[src/rtl/game_key_conditioner.sv]
`default_nettype none
// ============================================================================
//  Module      : game_key_conditioner
//  Description : Conditions the raw game push-button for the game master FSM.
//                Two-flop synchronizer, polarity normalization, counter-based
//                debounce FSM, one-cycle press/release pulses and a wrapping
//                8-bit press counter.
//  Revision    : 1.0 - initial release
// ----------------------------------------------------------------------------
//  Ports
//    clk              in   system clock
//    reset_n          in   asynchronous active-low reset
//    key_raw          in   unsynchronized button pin
//    key              out  debounced level, 1 = pressed
//    key_pressed      out  one-cycle pulse per accepted press (and repeat)
//    key_released     out  one-cycle pulse per accepted release
//    key_press_count  out  number of key_pressed pulses, modulo 256
//  Configuration
//    GAME_KEY_AUTOREPEAT_EN : when defined, a held key produces extra
//    key_pressed pulses REPEAT_DELAY cycles after the press pulse and then
//    every REPEAT_PERIOD cycles. Undefined: one pulse per accepted press.
// ============================================================================
module game_key_conditioner #(
    parameter int DEBOUNCE_CYCLES = 16,
    parameter int CNT_W           = 20,
    parameter bit KEY_ACTIVE_LOW  = 1'b1,
    parameter int REPEAT_DELAY    = 64,
    parameter int REPEAT_PERIOD   = 16
) (
    input  logic       clk,
    input  logic       reset_n,
    input  logic       key_raw,
    output logic       key,
    output logic       key_pressed,
    output logic       key_released,
    output logic [7:0] key_press_count
);

    // Raw pin level while the button is released; the synchronizer resets
    // to it so leaving reset never looks like an edge.
    localparam logic             c_RAW_RELEASED = KEY_ACTIVE_LOW;
    localparam logic [CNT_W-1:0] c_CNT_LAST     = CNT_W'(DEBOUNCE_CYCLES - 1);

    typedef enum logic [1:0] {
        ST_IDLE         = 2'd0,
        ST_PRESS_WAIT   = 2'd1,
        ST_PRESSED      = 2'd2,
        ST_RELEASE_WAIT = 2'd3
    } state_t;

    // Parameter legality, checked at elaboration.
    if (DEBOUNCE_CYCLES < 2 || DEBOUNCE_CYCLES > (1 << 20)) begin : g_bad_debounce
        $error("DEBOUNCE_CYCLES must lie in 2 .. 2**20");
    end
    if ((64'd1 << CNT_W) < 64'(DEBOUNCE_CYCLES)) begin : g_bad_cnt_w
        $error("CNT_W too narrow for DEBOUNCE_CYCLES");
    end
    if (REPEAT_DELAY < 1 || REPEAT_PERIOD < 1) begin : g_bad_repeat
        $error("REPEAT_DELAY and REPEAT_PERIOD must be at least 1");
    end

    logic             sync1_q;
    logic             sync2_q;
    state_t           state_q;
    logic [CNT_W-1:0] cnt_q;
    logic             key_q;
    logic             pressed_q;
    logic             released_q;
    logic [7:0]       count_q;
    logic             key_norm;

`ifdef GAME_KEY_AUTOREPEAT_EN
    localparam int               c_REP_MAX  = (REPEAT_DELAY > REPEAT_PERIOD) ? REPEAT_DELAY
                                                                             : REPEAT_PERIOD;
    localparam int               c_REP_W    = $clog2(c_REP_MAX + 1);
    localparam logic [c_REP_W-1:0] c_REP_DELAY_LAST  = c_REP_W'(REPEAT_DELAY - 1);
    localparam logic [c_REP_W-1:0] c_REP_PERIOD_LAST = c_REP_W'(REPEAT_PERIOD - 1);

    // Cycles remaining until the next repeat pulse; only moves in PRESSED,
    // so a bounce through RELEASE_WAIT freezes it rather than restarting it.
    logic [c_REP_W-1:0] rep_cnt_q;
`endif

    // 1 = pressed, independent of board polarity.
    assign key_norm = sync2_q ^ KEY_ACTIVE_LOW;

    always_ff @(posedge clk or negedge reset_n) begin
        if (!reset_n) begin
            sync1_q    <= c_RAW_RELEASED;
            sync2_q    <= c_RAW_RELEASED;
            state_q    <= ST_IDLE;
            cnt_q      <= '0;
            key_q      <= 1'b0;
            pressed_q  <= 1'b0;
            released_q <= 1'b0;
            count_q    <= '0;
`ifdef GAME_KEY_AUTOREPEAT_EN
            rep_cnt_q  <= '0;
`endif
        end else begin
            sync1_q    <= key_raw;
            sync2_q    <= sync1_q;
            pressed_q  <= 1'b0;
            released_q <= 1'b0;

            case (state_q)
                ST_IDLE: begin
                    if (key_norm) begin
                        state_q <= ST_PRESS_WAIT;
                        cnt_q   <= CNT_W'(1);
                    end else begin
                        cnt_q   <= '0;
                    end
                end

                ST_PRESS_WAIT: begin
                    if (!key_norm) begin
                        state_q <= ST_IDLE;
                        cnt_q   <= '0;
                    end else if (cnt_q == c_CNT_LAST) begin
                        state_q   <= ST_PRESSED;
                        cnt_q     <= '0;
                        key_q     <= 1'b1;
                        pressed_q <= 1'b1;
                        count_q   <= count_q + 8'd1;
`ifdef GAME_KEY_AUTOREPEAT_EN
                        rep_cnt_q <= c_REP_DELAY_LAST;
`endif
                    end else begin
                        cnt_q <= cnt_q + CNT_W'(1);
                    end
                end

                ST_PRESSED: begin
                    if (!key_norm) begin
                        state_q <= ST_RELEASE_WAIT;
                        cnt_q   <= CNT_W'(1);
                    end
`ifdef GAME_KEY_AUTOREPEAT_EN
                    if (rep_cnt_q == '0) begin
                        pressed_q <= 1'b1;
                        count_q   <= count_q + 8'd1;
                        rep_cnt_q <= c_REP_PERIOD_LAST;
                    end else begin
                        rep_cnt_q <= rep_cnt_q - c_REP_W'(1);
                    end
`endif
                end

                ST_RELEASE_WAIT: begin
                    if (key_norm) begin
                        state_q <= ST_PRESSED;
                        cnt_q   <= '0;
                    end else if (cnt_q == c_CNT_LAST) begin
                        state_q    <= ST_IDLE;
                        cnt_q      <= '0;
                        key_q      <= 1'b0;
                        released_q <= 1'b1;
                    end else begin
                        cnt_q <= cnt_q + CNT_W'(1);
                    end
                end

                default: begin
                    state_q <= ST_IDLE;
                    cnt_q   <= '0;
                end
            endcase
        end
    end

    assign key             = key_q;
    assign key_pressed     = pressed_q;
    assign key_released    = released_q;
    assign key_press_count = count_q;

endmodule
`default_nettype wire
[config.mk]
export PLATFORM = sky130hd
export DESIGN_NAME = game_key_conditioner
export DESIGN_NICKNAME = d
export VERILOG_FILES = /design/src/rtl/game_key_conditioner.sv
export SDC_FILE = /design/constraint.sdc
export NUM_CORES = 1
export LEC_CHECK = 0
export BUFFER_PORTS_ARGS = -buffer_cell sky130_fd_sc_hd__buf_2
export CORE_MARGIN = 4
export CORE_UTILIZATION = 63
export CTS_CLUSTER_DIAMETER = 40
export DETAILED_ROUTE_END_ITERATION = 10
export PLACE_DENSITY = 0.83
export SKIP_LAST_GASP = 1
export SLEW_MARGIN = 20
export SYNTH_ARGS = -nofsm -noshare
export SYNTH_HDL_FRONTEND = slang
export SYNTH_SLANG_ARGS = --single-unit
[constraint.sdc]
create_clock -name clk -period 3.37 [get_ports clk]
set_input_delay 0.337 -clock clk [delete_from_list [all_inputs] [get_ports clk]]
set_output_delay 0.337 -clock clk [all_outputs]
set_load 0.01 [all_outputs]
* After elaboration in Yosys (flattened, before gate mapping)
Index checks and enable logic that the tools add are counted.
** Word-level totals
- Input port bits :: 3
- Register bits after elaboration :: 35
- Logic and storage cells :: 51
** Cells by class
- Bitwise gates (word level) :: 1
- Equal/unequal tests :: 12
- Add/subtract/negate cells :: 2
- Reduce and logical (&&, ||, !) cells :: 5
- Multiplexer cells :: 23
** Operator list (count)
- two-way mux 20 bit :: 4
- case mux 20 bit (4 select lines) :: 1
- adder 20 x 1 -> 20 bit, second input constant :: 1
- equality test 20 x 4 -> 1 bit, second input constant :: 1
- two-way mux 2 bit :: 6
- != test 2 bit, second input constant :: 6
- two-way mux 1 bit :: 10
- adder 8 x 1 -> 8 bit, second input constant :: 1
- case mux 2 bit (4 select lines) :: 1
- != test 3 bit, second input constant :: 2
- AND reduction 5 bit :: 1
- equality test 2 bit, second input constant :: 2
- AND reduction 4 bit :: 1
- AND reduction 3 bit :: 1
- equality test 2 x 1 -> 1 bit, second input constant :: 1
- zero test 2 bit :: 1
- case mux 1 bit (2 select lines) :: 1
- nonzero test 2 bit :: 1
- inverter 1 bit :: 1

* Depth between registers and ports, before layout
Gate-level depths: netlist (run 1).
- Word-level depth :: 4
- Gate-level depth with buffers :: 8

* Least setup slack after synthesis (run 1)
No wires, ideal clock.
- Path kind :: register -> register
- Start point :: register cnt_q[0]
- End point :: register cnt_q[1]
- Arrival :: 1.665 ns
- Slack :: 1.584 ns
- Stages on the path, launching flop included :: 8
- Period minus slack after synthesis :: 1.786 ns
- Path buffers :: 2
- Cells stage by stage :: dfrtp_1 ha_1 and3_1 nand4_4 o211a_1 buf_6 buf_6 a22o_1
** Between the ends
- Longest elaborated chain between the ends :: 4
- Elaborated cells between the ends (all ways) :: 6
- Classes of those cells :: 1 x add/sub; 1 x eq/ne; 4 x mux
** Ends and longest elaborated chain
- start, declared :: line 65 : logic [CNT_W-1:0] cnt_q;
- start signal, assigned :: line 130 : cnt_q <= cnt_q + CNT_W'(1);
- start signal, assigned :: line 160 : cnt_q <= cnt_q + CNT_W'(1);
- adder 20 x 1 -> 20 bit / equality test 20 x 4 -> 1 bit (equally long branches)
- two-way mux 20 bit (*) :: line 120, 154
- two-way mux 20 bit (on tied branches) :: line 151, 117
- case mux 20 bit (4 select lines) (*) :: line 106 : case (state_q)
Mark *: on every way between the ends. The rest lies on a longest branch, timed or not.
A chain may end at the register's enable or synchronous reset.

* Worst setup path after layout (run 1)
- Start point :: register cnt_q[0]
- End point :: register cnt_q[2]
Same word-level chain as after synthesis.

==> flow_summary.ini, run 1 <==
[run_status]
status = complete, no violations

[synthesis]
synth-seq-cells = 35
ys_seq_area_share_pct = 48.4
avgSynthCellArea_um2 = 10.1
synth_area_um2 = 1810
syn_inst = 179
yosys.area.top_type = dfrtp_1
synth_edf_count = 0
synthArstFlopShare_pct = 100
synth_nets = 184
ys_types = 39
synth_ff_type = dfrtp_1
synth_area_leaders = dfrtp_1 (46%), xnor2_1 (4.3%), nand2_1 (3.7%), a31oi_1 (3.4%), a22o_1 (3.4%)
synth_warnings = 0
synth_common_cells = dfrtp_1 (33), nand2_1 (18), a21oi_1 (10), a31oi_1 (10), nand3_1 (10)
yosysMostFrequentCell = dfrtp_1
yosysTopAreaCellShare_pct = 45.5

[critical_path]
cp_top_family = compound AO/OA/AOI/OAI gates
path_buf_inv = 0
cp-end-kind = register
cp_data_required_time_ps = 3620
critPathKind = reg2reg
crit_path_start_kind = register
arrival_ps = 2580
crit_chain = ha_1 -> and3_1 -> nand4_4 -> o211a_1 -> or2b_1 -> a31oi_1
cp_max_fo = 30
cp_slowest_stage_delay_ps = 700
slowest_stage = o211a_1

[routing]
routed_wl_um = 3290
ant_nets = 0
via_count = 1411
drt-initial-drc-count = 81
dr.pass1.iters = 4
wl_per_cell_um = 14.8
vias_per_cell = 6.36
drc = 0

[place]
postPlaceCellArea_um2 = 1860
hpwl_um = 2340
portBuffers = 13
gp_congestion = 0.898

[sta]
setup_viol = 0
timing.setup.tns_ps = 0
slew_viol_final = 0
holdWs_ps = 47.4
tightestPinTransition_ps = 828
hold_violations = 0
clock-skew-final_ps = 11.5
finalCritPeriodShare_pct = 69.2
rsz0062_at_grt = false
relSlewSlack_pct = 44.8
fmax_mhz = 429
min_period_ps = 2330

[worst_hold_path]
min_path_type = in2async

[cts]
cts.root.buffer_cell = clkbuf_4
numCtsBuffers = 5
clock_sinks = 35
cts.repair.resized = 0
cts_buffer_depth = 2
cts-hold-fix-buffers = 0
clock_latency_ps = 340
htreeDepth = 2
clk_pin_slew_ps = 110
cts_tree = built
cts_setup_buffers = 0

[power]
p_leak_nw = 0.890
total_power_w = 0.000685
power-per-cell-area_nw_per_um2 = 358
peakVddDrop_mv = 0.311

[finish]
drive_gt1_share_pct = 14.1
antennaDiodeCount = 0
final_core_utilization_pct = 69.3
finalInstanceArea_um2 = 1910
layout.nets = 195
areaGrowthSynthToFinish_pct = 5.31

[floorplanning]
die-area_um2 = 3800
fp.dieH_um = 61.7
row_count = 19
coreArea_um2 = 2760
start_util_pct = 65.8
die_w_um = 61.7
io_pins = 14

[grt]
antenna_found_initial = 0
grt_pass1_vias = 1304
grt_max_degree = 36
grt_use_total_pct = 21.1
overflow = 0
grt_first_pass_wirelength_um = 5860

[run]
maxCapViolCount = 0
-- cells by family (layout without fill, tap and decap cells) --
family          after synthesis  count (layout)  share of synthesized area, %
fa+ha+maj                     2               2                          1.38
compound gates               39              39                          13.9
simple gates                 73              73                          23.9
flops                        35              35                          48.4
buf+inv                      14              26                          4.41
mux                           3               3                          1.72
xor+xnor                     13              13                          6.28
-- layout by cell type (no fill, tap or decap), types with 2 or more instances in the layout --
master / n
a41oi_1: 2
buf_2: 13
a31oi_1: 10
or3_1: 2
ha_1: 2
nor2_1: 8
and4_1: 4
a21oi_1: 10
dfrtp_1: 33
inv_1: 5
o21ai_0: 7
nor3_1: 4
dfstp_2: 2
a22o_1: 7
and3_1: 8
nand3_1: 10
nand4_1: 5
mux2i_1: 2
and2_1: 3
nand2_1: 18
xor2_1: 4
xnor2_1: 9
nor4_1: 2
clkbuf_4: 5
-- routing by layer --
metal  global-route usage [%]  vias up  share of wire (%)
li1                         -      681                  -
met1                     27.0      690                 46
met2                     33.3       31                 48
met3                     5.45        9                4.2
met4                     10.0        0                2.3
met5                        0        -                  0
-- final timing paths --
| kind | start | endpoint | slack [ps] | cells after the start |
|---|---|---|---|---|
| max | cnt_q[0]$_DFFE_PN0N_ | cnt_q[2]$_DFFE_PN0N_ | 1040 | 6 |
| min | reset_n | cnt_q[6]$_DFFE_PN0N_ | 50 | 1 |
| max reg2reg | cnt_q[0]$_DFFE_PN0N_ | cnt_q[2]$_DFFE_PN0N_ | 1040 | 6 |
| min reg2reg | sync1_q$_DFF_PN1_ | sync2_q$_DFF_PN1_ | 360 | 0 |
| max in group asynchronous | reset_n | cnt_q[4]$_DFFE_PN0N_ | 2860 | 1 |
| min in group clk | key_raw | sync1_q$_DFF_PN1_ | 100 | 1 |
-- registers in the layout, indices dropped and copies added (netlist names), named ones only --
| register | count |
|---|---|
| state_q | 1 |
| sync1_q | 1 |
| key | 1 |
| key_pressed | 1 |
| key_press_count | 8 |
| sync2_q | 1 |
| key_released | 1 |
| cnt_q | 20 |
-- final cells by class --
cell class,count,area [µm²]
inverters,5,18.8
clock inverters,2,12.5
multi-input cells,130,856
flip-flops and latches,35,878
clock buffers,6,41.3
repair buffers,13,65.1
fillers,219,847
well taps,31,38.8
-- power by group --
part / internal (W) / total, W / switching (W)
Clock: 0.0000805 / 0.000217 / 0.000137
Sequential: 0.000428 / 0.000437 / 0.00000872
Combinational: 0.00000886 / 0.0000302 / 0.0000213
-- metrics by stage --
step,setup slack [ps],cells
5_1_grt,842,222
3_5_place_dp,1050,214
2_1_floorplan,1580,179
4_1_cts,1060,222
6_report,1040,222
3_3_place_gp,1210,214
-- worst register-to-register path, cell delays in order, from the launching register on --
cell and delay, ps:
dfrtp_1 430, ha_1 250, and3_1 270, nand4_4 150, o211a_1 700, or2b_1 290
a31oi_1 170
Note: power is estimated with default switching activity, not from simulation.
==> run 2, diff against run 1 <==
--- a/config.mk
+++ b/config.mk
@@ -7,10 +7,10 @@
 export LEC_CHECK = 0
 export BUFFER_PORTS_ARGS = -buffer_cell sky130_fd_sc_hd__buf_2
 export CORE_MARGIN = 4
-export CORE_UTILIZATION = 63
+export CORE_UTILIZATION = 59
 export CTS_CLUSTER_DIAMETER = 40
 export DETAILED_ROUTE_END_ITERATION = 10
-export PLACE_DENSITY = 0.83
+export PLACE_DENSITY = 0.79
 export SKIP_LAST_GASP = 1
 export SLEW_MARGIN = 20
 export SYNTH_ARGS = -nofsm -noshare
==> constraint.sdc (replaced) <==
create_clock -name clk -period 2.36 [get_ports clk]
set_input_delay 0.236 -clock clk [delete_from_list [all_inputs] [get_ports clk]]
set_output_delay 0.236 -clock clk [all_outputs]
set_load 0.01 [all_outputs]
==> flow_summary.ini, run 2 (synthesis results as in run 1) <==
[run]
maxCapViolCount = 0

[floorplanning]
fp.dieH_um = 63.5
die-area_um2 = 4030
die_w_um = 63.5
io_pins = 14
row_count = 19
coreArea_um2 = 2850
start_util_pct = 63.6

[finish]
largest-register = cnt_q
final_core_utilization_pct = 68.9
multi_input_area_um2 = 856
regArea_um2 = 878
fillerInstances = 228
layout.nets = 201
final_cell_mix = dfrtp_1 (33), nand2_1 (18), buf_2 (13)
antennaDiodeCount = 0
layout_commonest_cell = dfrtp_1
drive_gt1_share_pct = 16.2
areaGrowthSynthToFinish_pct = 8.41
largest_reg_flops = 20

[cts]
htreeDepth = 2
numCtsBuffers = 5
cts_tree = built
clock_sinks = 35
cts_buffer_depth = 2
cts.root.buffer_cell = clkbuf_4
clock_latency_ps = 340
clk_pin_slew_ps = 110

[power]
pwr-share-comb_pct = 4.7
p_leak_nw = 0.921
p_int_w = 0.000773
peakVddDrop_mv = 0.305
sequentialPowerShare_pct = 61.6
power_switching_w = 0.000241
swShare_pct = 23.8
power-per-cell-area_nw_per_um2 = 516
clkPwrFrac_pct = 33.7

[sta]
relSlewSlack_pct = 49.9
finalCritPeriodShare_pct = 89.1
rsz0062_at_grt = false
slew_viol_final = 0
holdWs_ps = 370
hold_violations = 0
min_period_ps = 2100
fmax_mhz = 476
tightestPinTransition_ps = 752
setup_viol = 0
timing.setup.tns_ps = 0
clock-skew-final_ps = 11.3

[routing]
wl_met2_um = 1840
drc = 0
via_count = 1426
m1WireLength_um = 1620
top_layer_used = met4
routed_wl_um = 3630
wl_per_cell_um = 15.9
ant_nets = 0
vias_per_cell = 6.25
dr.pass1.iters = 4
wl_met3_um = 145
drt-initial-drc-count = 77

[grt]
antenna_found_initial = 0
overflow = 0
grt_use_total_pct = 20.6
grt_max_degree = 36
grt_first_pass_wirelength_um = 6460
grt_pass1_vias = 1402

[critical_path]
cp_max_fo = 27
slowest_stage = o211a_2
cp_data_required_time_ps = 2620
cp_top_family = compound AO/OA/AOI/OAI gates
crit_path_start_kind = register
critPathKind = reg2reg
r2r_start = cnt_q[0]$_DFFE_PN0N_
path_buf_inv = 1
cp-end-kind = register
arrival_ps = 2370
crit_chain = ha_1 -> and3_1 -> nand4_4 -> o211a_2 -> buf_4 -> nand2b_1 -> a31oi_1
cp_slowest_stage_delay_ps = 510
startpoint = cnt_q[0]$_DFFE_PN0N_

[place]
gp_congestion = 0.860
hpwl_um = 2570
portBuffers = 13

[worst_hold_path]
min_path_type = reg2reg
hp-start = sync1_q$_DFF_PN1_

[run_status]
status = complete, no violations
-- run 2: changes by cell type in the layout (fill, tap and decap cells not counted), sizes merged --
cell,before,now
buf,13,17
dlygate4sd3,0,2
clkbuf,6,7
clkinvlp,1,0
-- run 2: layout make-up --
class                   count  area share [%]
inverters                   5           0.954
well taps                  31            1.97
clock inverters             1           0.254
clock buffers               7            2.80
repair buffers             19            5.85
multi-input cells         130            43.5
flip-flops and latches     35            44.7
-- run 2: path summary, 6_finish.rpt --
| check | end | slack [ps] | cells past startpoint |
|---|---|---|---|
| max | cnt_q[19]$_DFFE_PN0N_ | 260 | 7 |
| min | sync2_q$_DFF_PN1_ | 370 | 0 |
| max reg2reg | cnt_q[19]$_DFFE_PN0N_ | 260 | 7 |
| min reg2reg | sync2_q$_DFF_PN1_ | 370 | 0 |
| max in group asynchronous | key_press_count[1]$_DFFE_PN0P_ | 1390 | 2 |
| min in group asynchronous | cnt_q[8]$_DFFE_PN0N_ | 490 | 2 |
-- run 2: stage by stage --
step                setup WS (ps)  power (W)  std cells  cell area, µm²
floorplan                     574   0.000661        179            1810
global placement              251   0.000676        218            1890
detailed placement            121   0.000680        218            1890
CTS                           115    0.00102        228            1970
global route                  129    0.00107        228            1970
finish                        258    0.00101        228            1970
-- run 2: power groups by stage --
stage	registers, W	clock network, W	logic (W)
floorplan	0.000631	0	0.0000301
global placement	0.000634	0	0.0000423
detailed placement	0.000634	0	0.0000460
CTS	0.000623	0.000345	0.0000482
global route	0.000625	0.000388	0.0000554
finish	0.000625	0.000342	0.0000476
-- run 2: repair_timing --
action	4_1_cts	5_1_grt
setup buffers	0	0
gates resized for setup	0	1
hold endpoints to repair	34	0
hold buffers	2	0
endpoints found under the setup margin	0	5
-- run 2: layer usage --
metal / GRT usage, % / vias up
li1: - / 688
met1: 26.1 / 702
met2: 33.2 / 32
met3: 6.75 / 4
met4: 6.74 / 0
met5: 0 / -
==> run 3, diff against run 2 <==
--- a/config.mk
+++ b/config.mk
@@ -11,6 +11,7 @@
 export CTS_CLUSTER_DIAMETER = 40
 export DETAILED_ROUTE_END_ITERATION = 10
 export PLACE_DENSITY = 0.79
+export REMOVE_ABC_BUFFERS = 1
 export SKIP_LAST_GASP = 1
 export SLEW_MARGIN = 20
 export SYNTH_ARGS = -nofsm -noshare
==> flow_summary.ini, run 3 (synthesis results as in run 1) <==
[power]
power_switching_w = 0.000230
pwr-share-comb_pct = 4.4
p_leak_nw = 0.908
swShare_pct = 22.3
peakVddDrop_mv = 0.279
total_power_w = 0.00103
sequentialPowerShare_pct = 60.4
p_int_w = 0.000802
power-per-cell-area_nw_per_um2 = 529
clkPwrFrac_pct = 35.2

[sta]
finalCritPeriodShare_pct = 89.8
rsz0062_at_grt = false
tightestPinTransition_ps = 739
min_period_ps = 2120
timing.setup.tns_ps = 0
relSlewSlack_pct = 50.8
setup_viol = 0
hold_violations = 0
clock-skew-final_ps = 9.07
fmax_mhz = 472
slew_viol_final = 0

[critical_path]
startpoint = cnt_q[0]$_DFFE_PN0N_
r2r_start = cnt_q[0]$_DFFE_PN0N_
rrSetupSlack_ps = 240
r2r_end = cnt_q[9]$_DFFE_PN0N_
cp-end-kind = register
rr_worst_depth = 7
critPathKind = reg2reg
cp_max_fo = 21
crit_path_start_kind = register
cp_data_required_time_ps = 2610
arrival_ps = 2370

[floorplanning]
die-area_um2 = 4030
row_count = 19
io_pins = 14
die_w_um = 63.5
coreArea_um2 = 2850
fp.dieH_um = 63.5
start_util_pct = 63.6

[cts]
cts_buffer_depth = 2
clock_latency_ps = 340
cts_tree = built
clk_pin_slew_ps = 100
clock_sinks = 35
htreeDepth = 2
cts.root.buffer_cell = clkbuf_4
numCtsBuffers = 5
cts_setup_buffers = 0

[finish]
largest_reg_flops = 20
largest-register = cnt_q
areaGrowthSynthToFinish_pct = 7.65
layout.nets = 198
antennaDiodeCount = 0
finalInstanceArea_um2 = 1950
final_cell_mix = dfrtp_1 (33), nand2_1 (18), buf_2 (13)
drive_gt1_share_pct = 14.9
layout_commonest_cell = dfrtp_1
fin_cells = 225

[grt]
antenna_found_initial = 0
grt_max_degree = 36
grt_first_pass_wirelength_um = 6340
grt_use_total_pct = 20.1
grt_use_met1_pct = 27.3
grt_pass1_vias = 1396
overflow = 0
grt_util_met2_pct = 30.2
grt.busiest_layer = met2
grt_use_met3_pct = 4.97

[place]
gp_congestion = 0.864
postPlaceCellArea_um2 = 1860
hpwl_um = 2480
portBuffers = 13
dp.cells = 215

[routing]
ant_nets = 0
dr.pass1.iters = 4
drc = 0
vias_per_cell = 6.32
routed_wl_um = 3540
drt-initial-drc-count = 111
wl_per_cell_um = 15.7
via_count = 1421

[worst_hold_path]
min_path_type = reg2reg
holdPathEnd = sync2_q$_DFF_PN1_
holdPathStages = 0
hp-start = sync1_q$_DFF_PN1_

[run_status]
status = complete, no violations

[run]
maxCapViolCount = 0
-- run 3: cell types whose count changed in the layout (fill, tap and decap cells not counted), sizes merged --
cell    delta
clkinv     -1
clkbuf     +1
buf        -3
-- run 3: layout make-up --
| class | count | area, µm² |
|---|---|---|
| Fill cell | 214 | 900 |
| Timing Repair Buffer | 16 | 92.6 |
| Multi-Input combinational cell | 130 | 856 |
| Clock buffer | 8 | 68.8 |
| Inverter | 5 | 18.8 |
| Sequential cell | 35 | 878 |
| Tap cell | 31 | 38.8 |
-- run 3: what timing repair did --
action	4_1_cts	5_1_grt
endpoints found under the hold margin	34	0
hold buffers	2	0
endpoints found under the setup margin	0	1
resized for setup	0	1
-- run 3: power by group through the flow --
stage / clock network [W] / registers [W] / logic, W
global route: 0.000414 / 0.000627 / 0.0000533
CTS: 0.000374 / 0.000624 / 0.0000456
global placement: 0 / 0.000634 / 0.0000412
finish: 0.000364 / 0.000624 / 0.0000456
detailed placement: 0 / 0.000634 / 0.0000436
floorplan: 0 / 0.000631 / 0.0000238
-- run 3: per-layer routing --
| metal | wire length [µm] | vias up |
|---|---|---|
| li1 | - | 684 |
| met1 | 1600 | 693 |
| met2 | 1690 | 37 |
| met3 | 181 | 7 |
| met4 | 61 | 0 |
| met5 | 0 | - |
-- run 3: how the worst max path moves through the flow --
stage          depth (start not counted)  slack [ps]                    end
3_5_place_dp                           7         180   cnt_q[9]$_DFFE_PN0N_
6_report                               7         240   cnt_q[9]$_DFFE_PN0N_
4_1_cts                                7         160   cnt_q[9]$_DFFE_PN0N_
5_1_grt                                6         120  cnt_q[13]$_DFFE_PN0N_
2_1_floorplan                          6         370   cnt_q[2]$_DFFE_PN0N_
3_3_place_gp                           7         310  cnt_q[13]$_DFFE_PN0N_
-- run 3: per-stage QoR --
| stage | util, % | hold WS (ps) | setup slack [ps] |
|---|---|---|---|
| 4_1_cts | 68.5 | 364 | 161 |
| 2_1_floorplan | - | -59.6 | 370 |
| 5_1_grt | 68.5 | 376 | 122 |
| 6_report | 68.5 | 362 | 240 |
| 3_3_place_gp | 65.4 | 335 | 308 |
| 3_5_place_dp | 65.4 | 344 | 179 |
-- run 3: critical path, stage by stage, from the launching register on --
cell     delay [ps]
dfrtp_1         420
ha_1            250
and3_1          260
nand4_4         140
o211a_2         440
buf_4           240
nand2_1          70
a31oi_1         210
